[config.mk]
export PLATFORM = sky130hd
export DESIGN_NAME = stopwatch_core_flat
export DESIGN_NICKNAME = d
export VERILOG_FILES = /design/src/rtl/stopwatch_core_if.sv /design/src/rtl/stopwatch_core.sv /design/src/flat_wrapper.sv
export SDC_FILE = /design/constraint.sdc
export NUM_CORES = 1
export LEC_CHECK = 0
export ABC_CLOCK_PERIOD_IN_PS = 3100
export BUFFER_PORTS_ARGS = -buffer_cell sky130_fd_sc_hd__buf_4
export CORE_MARGIN = 8
export CORE_UTILIZATION = 55
export CTS_BUF_LIST = sky130_fd_sc_hd__clkbuf_4
export CTS_CLUSTER_DIAMETER = 200
export DETAILED_ROUTE_END_ITERATION = 10
export PLACE_DENSITY_LB_ADDON = 0.12
export RECOVER_POWER = 50
export REMOVE_ABC_BUFFERS = 1
export SLEW_MARGIN = 20
export SYNTH_ARGS = -nofsm -noshare
export SYNTH_HDL_FRONTEND = slang
export SYNTH_SLANG_ARGS = --single-unit
[constraint.sdc]
create_clock -name clk -period 3.1 [get_ports clk]
set_clock_uncertainty 0.15 [all_clocks]
set_input_delay 0.465 -clock clk [delete_from_list [all_inputs] [get_ports clk]]
set_output_delay 0.465 -clock clk [all_outputs]
set_load 0.02 [all_outputs]
[src/rtl/stopwatch_core_if.sv]
// Stopwatch control/display interface.
// The master side drives the clock-generator inputs and the control pulses.
// The slave side is the stopwatch core, which returns status and the
// scanned seven-segment digit.
interface stopwatch_core_if;

  // Inputs to the core
  logic       clk_100;    // 100 Hz level from the clock generator, sampled as data
  logic [1:0] clk_ctl;    // display scan phase
  logic       start_p;    // start/pause toggle pulse
  logic       lap_p;      // lap freeze toggle pulse
  logic       clear_p;    // clear-to-zero pulse

  // Outputs from the core
  logic       running;    // high while the stopwatch is counting
  logic       lap_on;     // high while the display is frozen on the lap value
  logic [3:0] bcd_digit;  // BCD value of the scanned digit
  logic [3:0] ssd_ctl;    // active-low digit enables
  logic       dp_n;       // active-low decimal point

  modport master (
    output clk_100, clk_ctl, start_p, lap_p, clear_p,
    input  running, lap_on, bcd_digit, ssd_ctl, dp_n
  );

  modport slave (
    input  clk_100, clk_ctl, start_p, lap_p, clear_p,
    output running, lap_on, bcd_digit, ssd_ctl, dp_n
  );

endinterface

[src/rtl/stopwatch_core.sv]
// Stopwatch core: counts hundredths of seconds on rising edges of the
// 100 Hz level, under start/pause/clear/lap control, and scans one BCD
// digit per display phase (display format SS.CC).
// Everything runs on the crystal clock; clk_100 is only ever sampled.
module stopwatch_core #(
  parameter int unsigned MAX_SEC = 59   // highest seconds value before wrap, 1..99
) (
  input  logic             clk,
  input  logic             rst_n,
  stopwatch_core_if.slave  sw
);

  // Seconds limit split into BCD tens/units for the wrap comparison.
  localparam logic [3:0] MAX_ST = 4'(MAX_SEC / 10);
  localparam logic [3:0] MAX_SU = 4'(MAX_SEC % 10);

  typedef enum logic [1:0] {
    IDLE  = 2'd0,
    RUN   = 2'd1,
    PAUSE = 2'd2
  } state_t;

  // Four-digit BCD time value, seconds tens down to hundredths units.
  typedef struct packed {
    logic [3:0] st;   // seconds tens
    logic [3:0] su;   // seconds units
    logic [3:0] ct;   // hundredths tens
    logic [3:0] cu;   // hundredths units
  } bcd_time_t;

  state_t    state_q, state_d;
  logic      clk_100_q;
  bcd_time_t cnt_q, cnt_d;
  bcd_time_t lap_q;
  logic      lap_on_q;
  bcd_time_t disp;

  logic      tick;
  logic      clr_act, start_act, lap_act;
  logic      count_inc, count_clr, lap_toggle;

  logic [3:0] dig_q, dig_d;
  logic [3:0] ssd_q, ssd_d;
  logic       dp_q,  dp_d;

  // Rising edge of the 100 Hz level, one crystal cycle wide.
  assign tick = sw.clk_100 & ~clk_100_q;

  // Pulse priority: clear masks start and lap, start masks lap.
  assign clr_act   = sw.clear_p;
  assign start_act = sw.start_p & ~sw.clear_p;
  assign lap_act   = sw.lap_p & ~sw.start_p & ~sw.clear_p;

  // Datapath controls decoded from the current (registered) state, so a
  // tick that arrives together with start in IDLE is not counted, while
  // one that arrives with start in RUN is.
  assign count_inc  = tick && (state_q == RUN);
  assign count_clr  = clr_act && (state_q != RUN);
  assign lap_toggle = lap_act && (state_q == RUN);

  // State register and clk_100 history.
  // NOTE: clocked state uses non-blocking (<=) so every register samples
  // pre-edge values; blocking here would create order-dependent races.
  always_ff @(posedge clk or negedge rst_n) begin
    if (!rst_n) begin
      state_q   <= IDLE;
      clk_100_q <= 1'b0;
    end else begin
      state_q   <= state_d;
      clk_100_q <= sw.clk_100;
    end
  end

  // Next-state logic for IDLE / RUN / PAUSE.
  // NOTE: each combinational output gets a default before the case, so no
  // path leaves it unassigned and no latch is inferred.
  always_comb begin
    state_d = state_q;
    unique case (state_q)
      IDLE:    if (start_act) state_d = RUN;
      RUN:     if (start_act) state_d = PAUSE;
      PAUSE: begin
        if (clr_act)        state_d = IDLE;
        else if (start_act) state_d = RUN;
      end
      default: state_d = IDLE;
    endcase
  end

  // FSM outputs: running is a pure decode of the state register.
  always_comb begin
    sw.running = (state_q == RUN);
  end

  // BCD ripple increment with wrap from MAX_SEC.99 to 00.00.
  always_comb begin
    cnt_d = cnt_q;
    if (count_clr) begin
      cnt_d = '0;
    end else if (count_inc) begin
      if (cnt_q.cu == 4'd9) begin
        cnt_d.cu = 4'd0;
        if (cnt_q.ct == 4'd9) begin
          cnt_d.ct = 4'd0;
          if (cnt_q.st == MAX_ST && cnt_q.su == MAX_SU) begin
            cnt_d.st = 4'd0;
            cnt_d.su = 4'd0;
          end else if (cnt_q.su == 4'd9) begin
            cnt_d.su = 4'd0;
            cnt_d.st = cnt_q.st + 4'd1;
          end else begin
            cnt_d.su = cnt_q.su + 4'd1;
          end
        end else begin
          cnt_d.ct = cnt_q.ct + 4'd1;
        end
      end else begin
        cnt_d.cu = cnt_q.cu + 4'd1;
      end
    end
  end

  // Live count register.
  always_ff @(posedge clk or negedge rst_n) begin
    if (!rst_n) cnt_q <= '0;
    else        cnt_q <= cnt_d;
  end

  // Lap freeze: toggle in RUN, capture the live count when turning on,
  // drop on clear from IDLE or PAUSE.
  always_ff @(posedge clk or negedge rst_n) begin
    if (!rst_n) begin
      lap_on_q <= 1'b0;
      lap_q    <= '0;
    end else if (count_clr) begin
      lap_on_q <= 1'b0;
    end else if (lap_toggle) begin
      lap_on_q <= ~lap_on_q;
      if (!lap_on_q) lap_q <= cnt_q;
    end
  end

  assign sw.lap_on = lap_on_q;

  // Display source: frozen lap value while lap is on, else the live count.
  assign disp = lap_on_q ? lap_q : cnt_q;

  // Digit select, enable pattern and decimal point for the scan phase.
  always_comb begin
    dig_d = disp.cu;
    ssd_d = 4'b1110;
    dp_d  = 1'b1;
    unique case (sw.clk_ctl)
      2'b00: begin dig_d = disp.cu; ssd_d = 4'b1110; dp_d = 1'b1; end
      2'b01: begin dig_d = disp.ct; ssd_d = 4'b1101; dp_d = 1'b1; end
      2'b10: begin dig_d = disp.su; ssd_d = 4'b1011; dp_d = 1'b0; end
      2'b11: begin dig_d = disp.st; ssd_d = 4'b0111; dp_d = 1'b1; end
    endcase
  end

  // Registered scan outputs, one cycle behind clk_ctl; all digits off in reset.
  always_ff @(posedge clk or negedge rst_n) begin
    if (!rst_n) begin
      dig_q <= 4'd0;
      ssd_q <= 4'b1111;
      dp_q  <= 1'b1;
    end else begin
      dig_q <= dig_d;
      ssd_q <= ssd_d;
      dp_q  <= dp_d;
    end
  end

  assign sw.bcd_digit = dig_q;
  assign sw.ssd_ctl   = ssd_q;
  assign sw.dp_n      = dp_q;

endmodule
[src/flat_wrapper.sv]
// flat-port wrapper written by rule: the top's interface ports become plain ports
module stopwatch_core_flat 
#(
  parameter int unsigned MAX_SEC = 59                                              
)
  (clk, rst_n, sw_clk_100, sw_clk_ctl, sw_start_p, sw_lap_p, sw_clear_p, sw_running, sw_lap_on, sw_bcd_digit, sw_ssd_ctl, sw_dp_n);
  stopwatch_core_if sw_i ();
  input  logic clk;
  input  logic rst_n;
  input wire logic [$bits(sw_i.clk_100)-1:0] sw_clk_100;
  input wire logic [$bits(sw_i.clk_ctl)-1:0] sw_clk_ctl;
  input wire logic [$bits(sw_i.start_p)-1:0] sw_start_p;
  input wire logic [$bits(sw_i.lap_p)-1:0] sw_lap_p;
  input wire logic [$bits(sw_i.clear_p)-1:0] sw_clear_p;
  output wire logic [$bits(sw_i.running)-1:0] sw_running;
  output wire logic [$bits(sw_i.lap_on)-1:0] sw_lap_on;
  output wire logic [$bits(sw_i.bcd_digit)-1:0] sw_bcd_digit;
  output wire logic [$bits(sw_i.ssd_ctl)-1:0] sw_ssd_ctl;
  output wire logic [$bits(sw_i.dp_n)-1:0] sw_dp_n;
  assign sw_i.clk_100 = sw_clk_100;
  assign sw_i.clk_ctl = sw_clk_ctl;
  assign sw_i.start_p = sw_start_p;
  assign sw_i.lap_p = sw_lap_p;
  assign sw_i.clear_p = sw_clear_p;
  assign sw_running = sw_i.running;
  assign sw_lap_on = sw_i.lap_on;
  assign sw_bcd_digit = sw_i.bcd_digit;
  assign sw_ssd_ctl = sw_i.ssd_ctl;
  assign sw_dp_n = sw_i.dp_n;
  stopwatch_core #(.MAX_SEC(MAX_SEC)) u_core (.clk(clk), .rst_n(rst_n), .sw(sw_i));
endmodule
==> results.json <==
{
  "endpoint_kind": "flop",
  "synthesis.area_um2": 2200,
  "cts.path.max_buffers": 2,
  "cts_resized": 0,
  "max-cap-violations": 0,
  "diodes": 0,
  "synth_top_cell_area_share_pct": 45.4,
  "p_seq_share_pct": 55.7,
  "ys_top_cells_by_count": "40 x dfrtp_1, 19 x mux2_2, 12 x o21ai_0",
  "core_region_area_um2": 3940,
  "numCtsBuffers": 5,
  "comb_power_share_pct": 27.3,
  "port_buffers": 18,
  "ys_seq_elements": 44,
  "hold_viol": 0,
  "synth_area_leaders": "dfrtp_1 45%, mux2_2 9.7%, mux4_2 6.1%",
  "ir_worst_vdd_uv": 372,
  "fin_nets": 219,
  "min_path_cells": 1,
  "crit_arrival_ns": 2.40,
  "slew_violations": 0,
  "grt_max_degree": 45,
  "fin_setup_tns_ns": 0,
  "yosys.area.top_type": "dfrtp_1",
  "slowest_stage": "or4_4",
  "crit_path_max_fanout": 13,
  "period_needed_ns": 2.30,
  "status": "complete, no violations",
  "worst_slack_ns": 0.796,
  "finish.utilization_pct": 61.1,
  "grt_pass1_vias": 1553,
  "switching_share_pct": 34.0,
  "worstHoldPathType": "in -> reg",
  "pre_cts_slack_ns": 0.824,
  "num_io_pins": 19,
  "cp_num_cells": 6,
  "ant_nets": 0,
  "post-route-period-util_pct": 74.3,
  "finalWirelength_um": 4310,
  "critical-path-max-stage-delay_ns": 0.59,
  "rsz0062_at_grt": "false",
  "antenna_found_initial": 0,
  "cts_root_buf": "clkbuf_4",
  "crit_required_ns": 3.20,
  "rr_worst_depth": 6,
  "cp_top_family": "simple AND/OR/NAND/NOR gates",
  "tightest_slew_ns": 1.08,
  "drc": 0,
  "die_w_um": 79.3,
  "drt-initial-drc-count": 63,
  "holdWs_ns": 0.107,
  "drive_above_1_share_pct": 27.9,
  "final-setup-viol-count": 0,
  "vias": 1484,
  "gp_congestion": 0.809,
  "power_leakage_nw": 1.10,
  "htree_levels": 2,
  "path_clk_slew_ns": 0.13,
  "track_usage_pct": 14.8,
  "dieArea_um2": 6290,
  "syn_to_final_growth_pct": 9.25,
  "power_frac_clock_pct": 17.0,
  "yosys.cell_count.top_type": "dfrtp_1",
  "wl_per_cell_um": 17.0,
  "switchingPower_uw": 514,
  "num_rows": 23,
  "p_int_uw": 998,
  "path_cells": "inv_1, ha_1, and3b_1, a32oi_2, or4_4, o31ai_1",
  "ys.flop_type": "dfrtp_1",
  "start_util_pct": 55.9,
  "fmax_ghz": 0.434,
  "cts_setup_buffers": 0,
  "gr-total-overflow": 0,
  "ys_types": 40,
  "critPathBufInv": 1,
  "netlist_instances": 186,
  "synth-edff-count": 0,
  "first_pass_iters": 4,
  "seq_area_frac_synth_pct": 50.2,
  "crit_type": "reg -> reg",
  "grt_pass1_wl_um": 7360,
  "slew_headroom_pct": 27.7,
  "yosys_warnings": 0,
  "power_density_nw_per_um2": 628,
  "syn_area_per_cell_um2": 11.9,
  "crit_path_start_kind": "flop",
  "clock_sinks": 44,
  "clk_latency_ns": 0.34,
  "post-dp-hpwl_um": 3120,
  "via_per_inst": 5.84,
  "die_h_um": 79.3,
  "synthArstFlopShare_pct": 100,
  "cts_tree": "yes"
}
==> per-layer routing <==
layer	up-vias	global-route usage [%]	routed length (um)
li1	710	-	-
met1	731	17.6	1910
met2	37	24.7	2130
met3	6	4.97	232
met4	0	4.63	34
met5	-	0	0
==> state kept, by name, indices dropped and copies added, names as in the netlist <==
signal and cells:
u_core.cnt_q 16, u_core.lap_q 16, u_core.sw.bcd_digit 4, u_core.sw.ssd_ctl 3, u_core.state_q 2, u_core.clk_100_q 1
u_core.sw.dp_n 1, u_core.sw.lap_on 1
==> metrics by stage <==
stage	instances	instance area [um^2]	power [mW]
4_1_cts	254	2410	1.53
3_5_place_dp	245	2350	1.27
5_1_grt	254	2410	1.62
2_1_floorplan	177	2160	1.10
3_3_place_gp	245	2350	1.24
6_report	254	2410	1.51
==> layout by cell type (no fill, tap or decap), drive strengths merged, types with 5 or more instances in the layout <==
cell type,n
nand2b,7
mux2,19
ha,8
buf,15
clkbuf,8
nor2,5
mux4,6
o21ai,13
a21oi,10
inv,10
nand2,11
mux2i,5
dfrtp,40
nand3,5
==> path summary, 6_finish.rpt <==
path                                 startpoint                endpoint  slack, ns
worst max-delay path            u_core.cnt_q[1]        u_core.cnt_q[15]       0.80
worst min-delay path                 sw_clk_100        u_core.clk_100_q       0.11
worst max register to register  u_core.cnt_q[1]        u_core.cnt_q[15]       0.80
worst min register to register  u_core.lap_q[6]         u_core.lap_q[6]       0.37
max in group asynchronous                 rst_n        u_core.cnt_q[10]       1.45
min in group asynchronous                 rst_n  u_core.sw.bcd_digit[2]       0.69
==> repair_timing <==
action,in CTS,in global routing
endpoints found under the setup margin,0,0
endpoints found under the hold margin,40,0
hold buffers,1,0
==> cell families (layout without fill, tap and decap cells) <==
group,after synthesis,in the layout,synth area share [%]
adder cells (fa/ha/maj),8,8,4.54
multiplexers,30,30,18.1
AND/OR/NAND/NOR,47,47,12.5
buffers and inverters,19,37,3.92
flip-flops,44,44,50.2
AO/OA/AOI/OAI,38,38,10.8
==> power by group through the flow <==
stage | combinational [mW] | clock [mW] | sequential [mW]
after floorplan | 0.271 | 0 | 0.829
final | 0.412 | 0.258 | 0.842
after global placement | 0.394 | 0 | 0.842
after CTS | 0.418 | 0.270 | 0.843
after global routing | 0.459 | 0.298 | 0.866
after detailed placement | 0.415 | 0 | 0.856
==> final cells by class <==
class / instances / area, um^2
Inverter: 10 / 37.5
Tap cell: 50 / 62.6
Clock buffer: 5 / 37.5
Fill cell: 340 / 1530
Sequential cell: 44 / 1110
Clock inverter: 3 / 13.8
Timing Repair Buffer: 19 / 139
Multi-Input combinational cell: 123 / 1010
Note: power is estimated with default switching activity, not from simulation.
